**config.mk**
```make
export PLATFORM = sky130hd
export DESIGN_NAME = hazard_control_unit
export DESIGN_NICKNAME = d
export VERILOG_FILES = /design/src/rtl/hazard_control_unit.sv
export SDC_FILE = /design/constraint.sdc
export NUM_CORES = 1
export LEC_CHECK = 0
export CORE_AREA = 5 5 69 71
export DETAILED_ROUTE_END_ITERATION = 6
export DIE_AREA = 0 0 74 76
export GPL_TIMING_DRIVEN = 0
export PLACE_DENSITY = 0.91
export SETUP_SLACK_MARGIN = 0.1
export SLEW_MARGIN = 20
export SYNTH_ARGS = -nofsm -noshare
export SYNTH_HDL_FRONTEND = slang
export SYNTH_SLANG_ARGS = --single-unit
```
**constraint.sdc**
```tcl
create_clock -name clk -period 2.4 [get_ports clk]
set_input_delay 0.48 -clock clk [delete_from_list [all_inputs] [get_ports clk]]
set_output_delay 0.48 -clock clk [all_outputs]
set_load 0.005 [all_outputs]
```
**src/rtl/hazard_control_unit.sv**
```systemverilog
// Pipeline hazard control: memory stalls, branch flushes and load-use bubbles.
// Optional performance counters are built when HAZARD_PERF_CNT_EN is defined.
module hazard_control_unit #(
  parameter int CNT_W = 32
) (
  input  logic             clk,
  input  logic             rst,
  input  logic             idex_is_load,
  input  logic [4:0]       idex_rd,
  input  logic [4:0]       ifid_rs1,
  input  logic [4:0]       ifid_rs2,
  input  logic             ifid_uses_rs1,
  input  logic             ifid_uses_rs2,
  input  logic             br_taken,
  input  logic             imem_read,
  input  logic             imem_resp,
  input  logic             dmem_read,
  input  logic             dmem_write,
  input  logic             dmem_resp,
  output logic             pc_ld,
  output logic             ifid_ld,
  output logic             idex_ld,
  output logic             exmem_ld,
  output logic             memwb_ld,
  output logic             ifid_flush,
  output logic             idex_bubble,
  output logic [CNT_W-1:0] stall_cycles,
  output logic [CNT_W-1:0] bubble_count,
  output logic [CNT_W-1:0] flush_count
);

  localparam logic [1:0] RUN       = 2'd0;
  localparam logic [1:0] MEM_STALL = 2'd1;
  localparam logic [1:0] LU_BUBBLE = 2'd2;

  logic [1:0] state, state_nxt;
  logic       pending_flush, pending_nxt;
  logic       mem_wait, load_use, rs1_hit, rs2_hit;

  assign mem_wait = (imem_read & ~imem_resp) | ((dmem_read | dmem_write) & ~dmem_resp);
  assign rs1_hit  = ifid_uses_rs1 & (ifid_rs1 == idex_rd);
  assign rs2_hit  = ifid_uses_rs2 & (ifid_rs2 == idex_rd);
  assign load_use = idex_is_load & (idex_rd != 5'd0) & (rs1_hit | rs2_hit);

  always_comb begin
    pc_ld       = 1'b0;
    ifid_ld     = 1'b0;
    idex_ld     = 1'b0;
    exmem_ld    = 1'b0;
    memwb_ld    = 1'b0;
    ifid_flush  = 1'b0;
    idex_bubble = 1'b0;
    state_nxt   = RUN;
    pending_nxt = pending_flush;
    if (rst) begin
      pending_nxt = 1'b0;
    end else if (mem_wait) begin
      // a branch resolved while frozen is remembered and applied once unstalled
      state_nxt   = MEM_STALL;
      pending_nxt = pending_flush | br_taken;
    end else if (br_taken | pending_flush) begin
      {pc_ld, ifid_ld, idex_ld, exmem_ld, memwb_ld} = 5'b11111;
      ifid_flush  = 1'b1;
      idex_bubble = 1'b1;
      pending_nxt = 1'b0;
    end else if (load_use && state != LU_BUBBLE) begin
      {pc_ld, ifid_ld, idex_ld, exmem_ld, memwb_ld} = 5'b00111;
      idex_bubble = 1'b1;
      state_nxt   = LU_BUBBLE;
    end else begin
      {pc_ld, ifid_ld, idex_ld, exmem_ld, memwb_ld} = 5'b11111;
    end
  end

  always_ff @(posedge clk or posedge rst) begin
    if (rst) begin
      state         <= RUN;
      pending_flush <= 1'b0;
    end else begin
      state         <= state_nxt;
      pending_flush <= pending_nxt;
    end
  end

`ifdef HAZARD_PERF_CNT_EN
  logic flush_evt, bubble_evt;
  // load-use bubble is the only bubble raised without a flush
  assign flush_evt  = ifid_flush;
  assign bubble_evt = idex_bubble & ~ifid_flush;

  always_ff @(posedge clk or posedge rst) begin
    if (rst) begin
      stall_cycles <= '0;
      bubble_count <= '0;
      flush_count  <= '0;
    end else begin
      if (mem_wait && stall_cycles != '1)   stall_cycles <= stall_cycles + CNT_W'(1);
      if (bubble_evt && bubble_count != '1) bubble_count <= bubble_count + CNT_W'(1);
      if (flush_evt && flush_count != '1)   flush_count  <= flush_count + CNT_W'(1);
    end
  end
`else
  assign stall_cycles = '0;
  assign bubble_count = '0;
  assign flush_count  = '0;
`endif

endmodule

```
==> flow_metrics.env <==
export IMPL_run_status="completed"
export IMPL_critical_path_top_delay_family="compound AO/OA/AOI/OAI gates"
export IMPL_grt_antenna_before_repair=0
export IMPL_power_density_nw_per_um2=242
export IMPL_cp_cell_sequence="clkdlybuf4s15_1 -> xor2_1 -> nor4_2 -> a32oi_2 -> o41a_1 -> buf_4 -> buf_6"
export IMPL_drt_pass1_iterations=4
export IMPL_final_critical_path_setup_slack_ns=0.0678
export IMPL_finalNonFillerCells=333
export IMPL_ff_latch_area_sq_um=75.1
export IMPL_max_cap_violations=0
export IMPL_rows=24
export IMPL_cp_slowest_stage_delay_ns=0.35
export IMPL_clk_path_buf_depth=2
export IMPL_rsz0062_at_grt="true"
export IMPL_largest_net_degree_at_the_start_of_global_routing=6
export IMPL_ir_worst_vdd_uv=162
export IMPL_viasPerCell=3.05
export IMPL_finalHoldViolations=0
export IMPL_timing_critical_path_fanout_max=2
export IMPL_timing_critical_path_buf_inv=3
export IMPL_grt_overflow=0
export IMPL_via_count_of_the_first_global_routing_pass=1037
export IMPL_synth_area_leader_cell="buf_4"
export IMPL_cts_buffers=3
export IMPL_ant_nets=0
export IMPL_worstHoldPathType="in2async"
export IMPL_gp_congestion=0.693
export IMPL_worstSkewPairLatency_ns=0.21
export IMPL_critPathLaunchType="input port"
export IMPL_final_setup_viol_count=0
export IMPL_worstPathRequired_ns=1.92
export IMPL_worst_ep_arrival_time_ns=1.85
export IMPL_drt_total_wl_mm=3.14
export IMPL_endpoint_kind="primary output"
export IMPL_global_route_wire_length_before_repair_mm=4.53
export IMPL_htree_num_levels=1
export IMPL_synth_seq_area_share=0.0718
export IMPL_globalRouteTotalUtil=0.103
export IMPL_die_h_um=76
export IMPL_synthCells=134
export IMPL_register_bit_total_from_synthesis=3
export IMPL_io_pins=129
export IMPL_antenna_cells=0
export IMPL_clk_root_buffer_cell="clkbuf_8"
export IMPL_drcViolationCount=0
export IMPL_finish_net_count=308
export IMPL_postPlaceCellArea_sq_um=1790
export IMPL_maxSlewViolCount=0
export IMPL_synth_yosys_warnings=0
export IMPL_crit_slowest_cell="o41a_1"
export IMPL_synthToLayoutAreaGrowth_pct=99.5
export IMPL_mostFrequentLayoutCell="buf_4"
export IMPL_die_x_um=74
export IMPL_port_buffers=32
export IMPL_synth_top_area_frac=0.711
export IMPL_fin_util=0.500
export IMPL_clock_skew_final_ns=0.000136
export IMPL_post_synth_num_cell_types=20
export IMPL_cts_hold_buffers=0
export IMPL_routed_via_count=1014
export IMPL_tritoncts_clock_tree="built"
export IMPL_numClockSinks=3
export IMPL_final_min_period_over_clock_period=0.972
export IMPL_max_freq_mhz=429
export IMPL_synth_top_cells_by_area="buf_4 (71%), dfrtp_1 (7.2%), xor2_1 (6.7%), xnor2_1 (1.7%), nor3_1 (1.4%)"
export IMPL_die_area_sq_um=5620
export IMPL_drt_iter0_markers=4
export IMPL_power_leakage_nw=1.30
export IMPL_worst_r2r_setup_slack_ns=0.34
export IMPL_layout_filler_cells=410
export IMPL_post_route_cell_area_sq_um=2090
export IMPL_worst_setup_path_type="in2out"
export IMPL_placed_cells=313
export IMPL_floorplan_initialDensity=0.251
export IMPL_layout_drive_gt1_share=0.516
export IMPL_synth_area_sq_um=1050
export IMPL_synth_avg_cell_area_sq_um=7.81
export IMPL_power_after_layout_mw=0.505
export IMPL_placement_setup_worst_slack_ns=-0.792
export IMPL_layout_common_cells="buf_4 (110), conb_1 (96), buf_6 (12)"
export IMPL_period_minus_slack_ns=2.33
export IMPL_place_hpwl_mm=2.60
export IMPL_core_sq_um=4170
export IMPL_worst_setup_hold_path_clk_slew_ns=0.03
export IMPL_wl_per_cell_um=9.43
export IMPL_area_occupied_by_multi_input_gates_sq_um=694
cells by family after synthesis:
logic type	synth area share
XOR/XNOR	0.0837
other	0.00359
AND/OR/NAND/NOR	0.0789
AO/OA/AOI/OAI	0.0443
buffers and inverters	0.718
flip-flops	0.0718
synth_stat cells:
cell	number
nor3_1	3
nand3b_1	1
nand2_1	1
buf_4	99
o21bai_1	1
or4_1	1
o41a_1	1
xnor2_1	2
and2_0	1
o21ba_2	1
conb_1	1
xor2_1	8
nor2b_1	1
o221ai_1	1
nor2_1	3
nor4_1	2
dfrtp_1	3
nor4_2	1
a32oi_1	1
inv_1	2
what timing repair did:
action                     4_1_cts  5_1_grt
pin swaps                       11        4
resized for setup               92       12
setup buffers                   16        4
setup endpoints to repair        7        5
routing by layer:
metal,global-route usage,wire length [um],vias up
met2,0.209,1620,85
met4,0.0217,21,0
li1,-,-,516
met3,0.0462,585,2
met5,0,0,-
met1,0.0868,911,411
power by group:
part           switching, mW  internal (mW)  total [mW]
sequential           0.00191         0.0531      0.0550
clock                 0.0335          0.113       0.147
combinational          0.115          0.188       0.303
area by class of cell:
cell class	instances	area share
tap	52	0.0312
clock buffer	4	0.0216
multi-input combinational	125	0.333
sequential	3	0.0360
timing repair buffer	48	0.219
inverter	2	0.00360
buffer	99	0.356
metrics by stage:
stage	hold WS, ns	setup TNS [ns]
2_1_floorplan	0.242	0
3_3_place_gp	0.533	-2.88
3_5_place_dp	0.549	-3.01
4_1_cts	0.394	-0.0796
5_1_grt	0.421	-0.0299
6_report	0.394	0
worst register-to-register path, cell delays in order, from the launching register on:
cell and delay, ns:
dfrtp_1 0.35, inv_1 0.10, o221ai_4 0.14, buf_6 0.14, buf_6 0.10, buf_6 0.10, buf_6 0.10, buf_4 0.12
buf_4 0.12, buf_4 0.12, buf_4 0.12, buf_4 0.12, buf_6 0.10, buf_6 0.10, nor3_2 0.14
path summary, 6_finish.rpt:
check / start / to / cells after the start
hold / removal: rst / state[1] / 2
max in group asynchronous: rst / pending_flush / 2
min in group clk: pending_flush / state[1] / 3
hold reg to reg: pending_flush / state[1] / 3
setup / recovery: ifid_rs2[2] / pc_ld / 7
setup reg to reg: state[1] / state[1] / 14
registers in the layout, summed over array words and instances, names as in the netlist:
register       flops
pending_flush      1
state              2
(Power assumes the default switching activity.)
